$ cat config.mk
export PLATFORM = sky130hd
export DESIGN_NAME = spi_register_bridge
export DESIGN_NICKNAME = d
export VERILOG_FILES = /design/src/rtl/spi_register_bridge_pkg.sv /design/src/rtl/spi_register_bridge_sync_edge.sv /design/src/rtl/spi_register_bridge.sv
export SDC_FILE = /design/constraint.sdc
export NUM_CORES = 1
export LEC_CHECK = 0
export ABC_CLOCK_PERIOD_IN_PS = 5800
export CAP_MARGIN = 25
export CORE_AREA = 4 4 134 136
export CTS_BUF_LIST = sky130_fd_sc_hd__clkbuf_16
export DETAILED_ROUTE_END_ITERATION = 16
export DIE_AREA = 0 0 138 140
export PLACE_DENSITY = 0.52
export SLEW_MARGIN = 25
export SYNTH_ARGS = -nofsm -noshare
export SYNTH_HDL_FRONTEND = slang
export SYNTH_SLANG_ARGS = --single-unit
$ cat constraint.sdc
create_clock -name i_Clock -period 5.8 [get_ports i_Clock]
set_clock_uncertainty 0.15 [all_clocks]
set_input_delay 1.74 -clock i_Clock [delete_from_list [all_inputs] [get_ports i_Clock]]
set_output_delay 1.74 -clock i_Clock [all_outputs]
set_load 0.005 [all_outputs]
$ cat src/rtl/spi_register_bridge_pkg.sv
// Shared widths, register-write record and bridge FSM states for the SPI register bridge.
package spi_register_bridge_pkg;

   localparam int unsigned REG_NUMBER_WIDTH = 16;
   localparam int unsigned REG_VALUE_WIDTH  = 16;
   localparam int unsigned SPI_FRAME_BITS   = 32;
   localparam int unsigned BIT_COUNT_WIDTH  = 6;

   localparam logic [BIT_COUNT_WIDTH-1:0] BIT_COUNT_FULL = BIT_COUNT_WIDTH'(SPI_FRAME_BITS);
   localparam logic [BIT_COUNT_WIDTH-1:0] BIT_COUNT_SAT  = BIT_COUNT_WIDTH'(SPI_FRAME_BITS + 1);

   typedef struct packed {
      logic [REG_NUMBER_WIDTH-1:0] Number;
      logic [REG_VALUE_WIDTH-1:0]  Value;
   } RegisterWrite_t;

   typedef enum logic [1:0] {
      WAIT_DESELECT,
      IDLE,
      SHIFT,
      COMMIT
   } SpiBridgeState_t;

endpackage

$ cat src/rtl/spi_register_bridge_sync_edge.sv
// Multi-flop synchroniser for one asynchronous pin with registered rise/fall pulses
// derived from the synchronised level.
module sync_edge #(
   parameter int unsigned SYNC_STAGES = 2
) (
   input  logic i_Clock,
   input  logic i_Reset,
   input  logic i_Async,
   output logic o_Level,
   output logic o_Rise,
   output logic o_Fall
);

   logic [SYNC_STAGES-1:0] sync_q;
   logic                   prev_q;
   logic                   rise_q;
   logic                   fall_q;

   always_ff @(posedge i_Clock) begin
      if (i_Reset) begin
         sync_q <= '0;
         prev_q <= 1'b0;
         rise_q <= 1'b0;
         fall_q <= 1'b0;
      end else begin
         sync_q <= {sync_q[SYNC_STAGES-2:0], i_Async};
         prev_q <= sync_q[SYNC_STAGES-1];
         rise_q <= sync_q[SYNC_STAGES-1] & ~prev_q;
         fall_q <= ~sync_q[SYNC_STAGES-1] & prev_q;
      end
   end

   assign o_Level = sync_q[SYNC_STAGES-1];
   assign o_Rise  = rise_q;
   assign o_Fall  = fall_q;

endmodule

$ cat src/rtl/spi_register_bridge.sv
// SPI mode-0 target: 32-bit frames become single-cycle register writes; MISO echoes
// the last committed frame.
module spi_register_bridge
   import spi_register_bridge_pkg::*;
#(
   parameter int unsigned SYNC_STAGES     = 2,
   parameter int unsigned ERR_COUNT_WIDTH = 8
) (
   input  logic                        i_Clock,
   input  logic                        i_Reset,
   input  logic                        i_SpiSclk,
   input  logic                        i_SpiCsN,
   input  logic                        i_SpiMosi,
   output logic                        o_SpiMiso,
   output logic [REG_NUMBER_WIDTH-1:0] o_RegisterNumber,
   output logic [REG_VALUE_WIDTH-1:0]  o_RegisterValue,
   output logic                        o_RegisterWriteEnable,
   output logic                        o_Busy,
   output logic [ERR_COUNT_WIDTH-1:0]  o_FrameErrorCount
);

   logic sclk_level_unused, sclk_rise, sclk_fall;
   logic cs_level, cs_rise, cs_fall;
   logic mosi_level, mosi_rise_unused, mosi_fall_unused;

   sync_edge #(.SYNC_STAGES(SYNC_STAGES)) u_sync_sclk (
      .i_Clock (i_Clock),
      .i_Reset (i_Reset),
      .i_Async (i_SpiSclk),
      .o_Level (sclk_level_unused),
      .o_Rise  (sclk_rise),
      .o_Fall  (sclk_fall)
   );

   sync_edge #(.SYNC_STAGES(SYNC_STAGES)) u_sync_csn (
      .i_Clock (i_Clock),
      .i_Reset (i_Reset),
      .i_Async (i_SpiCsN),
      .o_Level (cs_level),
      .o_Rise  (cs_rise),
      .o_Fall  (cs_fall)
   );

   sync_edge #(.SYNC_STAGES(SYNC_STAGES)) u_sync_mosi (
      .i_Clock (i_Clock),
      .i_Reset (i_Reset),
      .i_Async (i_SpiMosi),
      .o_Level (mosi_level),
      .o_Rise  (mosi_rise_unused),
      .o_Fall  (mosi_fall_unused)
   );

   SpiBridgeState_t                  state_q, state_d;
   logic [SPI_FRAME_BITS-1:0]        rx_q, rx_d;
   logic [SPI_FRAME_BITS-1:0]        echo_q, echo_d;
   logic [SPI_FRAME_BITS-1:0]        echo_sh_q, echo_sh_d;
   logic [BIT_COUNT_WIDTH-1:0]       bit_cnt_q, bit_cnt_d;
   logic [ERR_COUNT_WIDTH-1:0]       err_q, err_d;
   RegisterWrite_t                   write_q, write_d;
   logic                             strobe_q, strobe_d;

   always_ff @(posedge i_Clock) begin
      if (i_Reset) begin
         state_q   <= WAIT_DESELECT;
         rx_q      <= '0;
         echo_q    <= '0;
         echo_sh_q <= '0;
         bit_cnt_q <= '0;
         err_q     <= '0;
         write_q   <= '0;
         strobe_q  <= 1'b0;
      end else begin
         state_q   <= state_d;
         rx_q      <= rx_d;
         echo_q    <= echo_d;
         echo_sh_q <= echo_sh_d;
         bit_cnt_q <= bit_cnt_d;
         err_q     <= err_d;
         write_q   <= write_d;
         strobe_q  <= strobe_d;
      end
   end

   always_comb begin
      state_d   = state_q;
      rx_d      = rx_q;
      echo_d    = echo_q;
      echo_sh_d = echo_sh_q;
      bit_cnt_d = bit_cnt_q;
      err_d     = err_q;
      write_d   = write_q;
      strobe_d  = 1'b0;

      unique case (state_q)
         WAIT_DESELECT: begin
            if (cs_level) state_d = IDLE;
         end
         IDLE: begin
            if (cs_fall) begin
               state_d   = SHIFT;
               bit_cnt_d = '0;
               echo_sh_d = echo_q;
            end
         end
         SHIFT: begin
            // A CS_N rise swallows any SCLK edge detected in the same cycle.
            if (cs_rise) begin
               if (bit_cnt_q == BIT_COUNT_FULL) begin
                  state_d = COMMIT;
               end else begin
                  state_d = IDLE;
                  if (err_q != '1) err_d = err_q + 1'b1;
               end
            end else begin
               if (sclk_rise) begin
                  rx_d = {rx_q[SPI_FRAME_BITS-2:0], mosi_level};
                  if (bit_cnt_q != BIT_COUNT_SAT) bit_cnt_d = bit_cnt_q + 1'b1;
               end
               if (sclk_fall) echo_sh_d = {echo_sh_q[SPI_FRAME_BITS-2:0], 1'b0};
            end
         end
         COMMIT: begin
            state_d  = IDLE;
            write_d  = rx_q;
            echo_d   = rx_q;
            strobe_d = 1'b1;
         end
         default: state_d = WAIT_DESELECT;
      endcase
   end

   assign o_SpiMiso             = echo_sh_q[SPI_FRAME_BITS-1] & ~cs_level;
   assign o_RegisterNumber      = write_q.Number;
   assign o_RegisterValue       = write_q.Value;
   assign o_RegisterWriteEnable = strobe_q;
   assign o_Busy                = ~cs_level & ~i_Reset;
   assign o_FrameErrorCount     = err_q;

endmodule

==> impl_metrics.tcl <==
set metrics [dict create \
    outcome "finished, final reports clean" \
    tightest_slew_ns 0.783 \
    synth_cell_type_count 41 \
    tritoncts "done" \
    crit_fanout 2 \
    post_cts_buffers 0 \
    layout.nets 581 \
    muxShareOfSynthArea_pct 13.0 \
    grt_pass1_wl_um 17700 \
    dieWidth_um 138 \
    cts.htree.levels 4 \
    synth-xor-area-share_pct 0 \
    grt_overflow_total 0 \
    critPathLaunchType "input port" \
    cts_max_path_buffers 2 \
    rows 48 \
    track_usage_pct 11.1 \
    ctsRootBufferMaster "clkbuf_16" \
    wirelength_um 10200 \
    initial_core_util_pct 29.1 \
    clkPwrFrac_pct 47.6 \
    ys_top_cells_by_area "dfxtp_1 (51%), mux2i_1 (13%), nand2_1 (5.5%)" \
    internal-power_uw 1590 \
    synth_compound_area_share_pct 12.4 \
    port_buffers 47 \
    seqPwrFrac_pct 44.8 \
    cts_hold_buffers 0 \
    hold_class "register to register" \
    drv_cap 0 \
    switching_share_pct 23.8 \
    dr.pass1.iters 4 \
    crit_type "input port to output pin" \
    grt_pass1_vias 3633 \
    cp_cell_sequence "buf_4 -> nor2_1 -> clkdlybuf4s50_1" \
    finalHoldViolCount 0 \
    synth.avg_cell_area_sq_um 9.24 \
    syn_nets 548 \
    setup_viol 0 \
    fmax_mhz 229 \
    synth-main-ff-cell "dfxtp_1" \
    yosys_warnings 0 \
    core_sq_um 16900 \
    ys_ff_latch 125 \
    synth-edff-count 0 \
    antenna_found_initial 0 \
    clk_latency_ns 0.41 \
    cts_repair_resize_count 0 \
    syn2layout_area_growth_pct 24.4 \
    fin_crit_sh_pct 75.3 \
    async_flop_share_pct 0 \
    finalCriticalPeriod_ns 4.37 \
    globalplace.congestion 0.754 \
    synth-simple-area-share_pct 17.7 \
    grt_max_degree 78 \
    maxSlewHeadroom_pct 47.8 \
    slew_violations 0 \
    final_common_cell "dfxtp_1" \
    multi_input_area_sq_um 2250 \
    die_y_um 140 \
    comb_power_share_pct 7.6 \
    ant_nets 0 \
    seq_area_frac_synth_pct 50.7 \
    p_switching_uw 498 \
    path_clk_slew_ns 0.05 \
    wl_per_cell_um 12.7 \
    synthAdderAreaFrac_pct 2.28 \
    final_cell_mix "dfxtp_1 (125), nand2_1 (71), nor2_1 (69)" \
    cts_buffers 17 \
    cpPeakStageDelay_ns 0.51 \
    vias_per_cell 4.64 \
    diodes 0 \
    worst_ep_required_time_ns 3.91 \
    arrival_ns 2.48 \
    synth_top_area_share_pct 50.7 \
    cp_slowest_cell "clkdlybuf4s50_1" \
    rsz0062_at_grt "no" \
    drive_gt1_share_pct 6.90 \
    die_area_sq_um 19300 \
    cts_sinks 125 \
    synth_top_family_by_area "simple AND/OR/NAND/NOR gates" \
    crit_path_end_kind "output pin" \
    regArea_sq_um 2500 \
    ios 48 \
    drc 0 \
    first_iter_violations 158 \
    fin_setup_tns_ns 0 \
    nFillCells 1752 \
    dp.cells 773 \
    fin_cells 805 \
    synthCells 534 \
    syn-cell-area_sq_um 4930 \
    num_vias 3736 \
    power_density_nw_per_um2 341 \
    yosysTopAreaCell "dfxtp_1" \
    max-vdd-ir-drop_mv 0.190 \
    hpwl_um 6180 \
    p_leak_uw 0.00193 \
]
==> kinds of logic after synthesis <==
logic type / after synthesis
adder cells (fa/ha/maj): 9
AO/OA/AOI/OAI: 95
AND/OR/NAND/NOR: 194
multiplexers: 64
flip-flops: 125
buffers and inverters: 47
==> per-layer routing <==
| metal | wire, um | share of wire (%) | vias to the layer above | global-route usage, % |
|---|---|---|---|---|
| met5 | 0 | 0 | - | 0 |
| met3 | 411 | 4.0 | 11 | 4.37 |
| met1 | 4960 | 49 | 1755 | 13.8 |
| met2 | 4680 | 46 | 49 | 17.0 |
| met4 | 138 | 1.4 | 0 | 4.58 |
| li1 | - | - | 1921 | - |
==> path summary, 6_finish.rpt <==
path / start / to / slack (ns) / cells past startpoint
max: i_Reset / o_Busy / 1.43 / 3
min: u_sync_csn.prev_q / u_sync_csn.o_Rise / 0.26 / 1
max reg2reg: state_q[0] / echo_sh_q[0] / 3.20 / 8
min reg2reg: u_sync_csn.prev_q / u_sync_csn.o_Rise / 0.26 / 1
==> stage by stage <==
stage | total power [uW] | hold slack [ns] | utilization (%) | instance area, sq um | setup WS (ns)
floorplan | 1080 | 0.233 | - | 4930 | 1.85
finish | 2090 | 0.258 | 36.2 | 6130 | 1.43
global route | 2200 | 0.276 | 36.2 | 6130 | 1.40
global placement | 1110 | 0.243 | 32.9 | 5560 | 1.40
detailed placement | 1120 | 0.250 | 32.9 | 5580 | 1.41
CTS | 2130 | 0.264 | 36.2 | 6130 | 1.41
==> registers in the layout, indices dropped and copies added (netlist names) <==
register and flops:
echo_sh_q 32, u_sync_sclk.sync_q 2, u_sync_sclk.prev_q 1, u_sync_mosi.sync_q 2
o_RegisterWriteEnable 1, o_RegisterNumber 1, u_sync_sclk.o_Fall 1, o_FrameErrorCount 8
bit_cnt_q 6, u_sync_csn.o_Rise 1, echo_q 31, u_sync_csn.sync_q 2
rx_q 32, u_sync_csn.o_Fall 1, state_q 2, u_sync_csn.prev_q 1
u_sync_sclk.o_Rise 1
==> Yosys cell counts, drive strengths merged (2+ instances only) <==
cell type and count:
nand2 72, nor2 69, mux2i 64, inv 9, buf 18, or4 4, o21ai 3, nor2b 15
a211oi 34, and3 2, dfxtp 125, clkbuf 20, nand2b 2, nand3 11, ha 9, a21oi 43
nand4 6, and2 2, or3 3, o31ai 3, a31oi 2
==> cell type report <==
type	count	share of cell area, %
Clock buffer	17	6.93
Clock inverter	15	2.16
Inverter	9	0.551
Multi-Input combinational cell	362	36.7
Sequential cell	125	40.8
Tap cell	225	4.59
Timing Repair Buffer	52	8.24
==> power groups by stage <==
stage                     Combinational, uW  Sequential, uW  Clock, uW
after floorplan                         133             947          0
after global placement                  157             953          0
after CTS                               162             937       1030
after detailed placement                162             955          0
after global routing                    184             943       1080
final                                   159             936        996
==> worst max-delay path, delay by kind of cell <==
family | cells | cell delay, ns
simple gates | 1 | 0.11
buf+inv | 2 | 0.63
(Power assumes the default switching activity.)
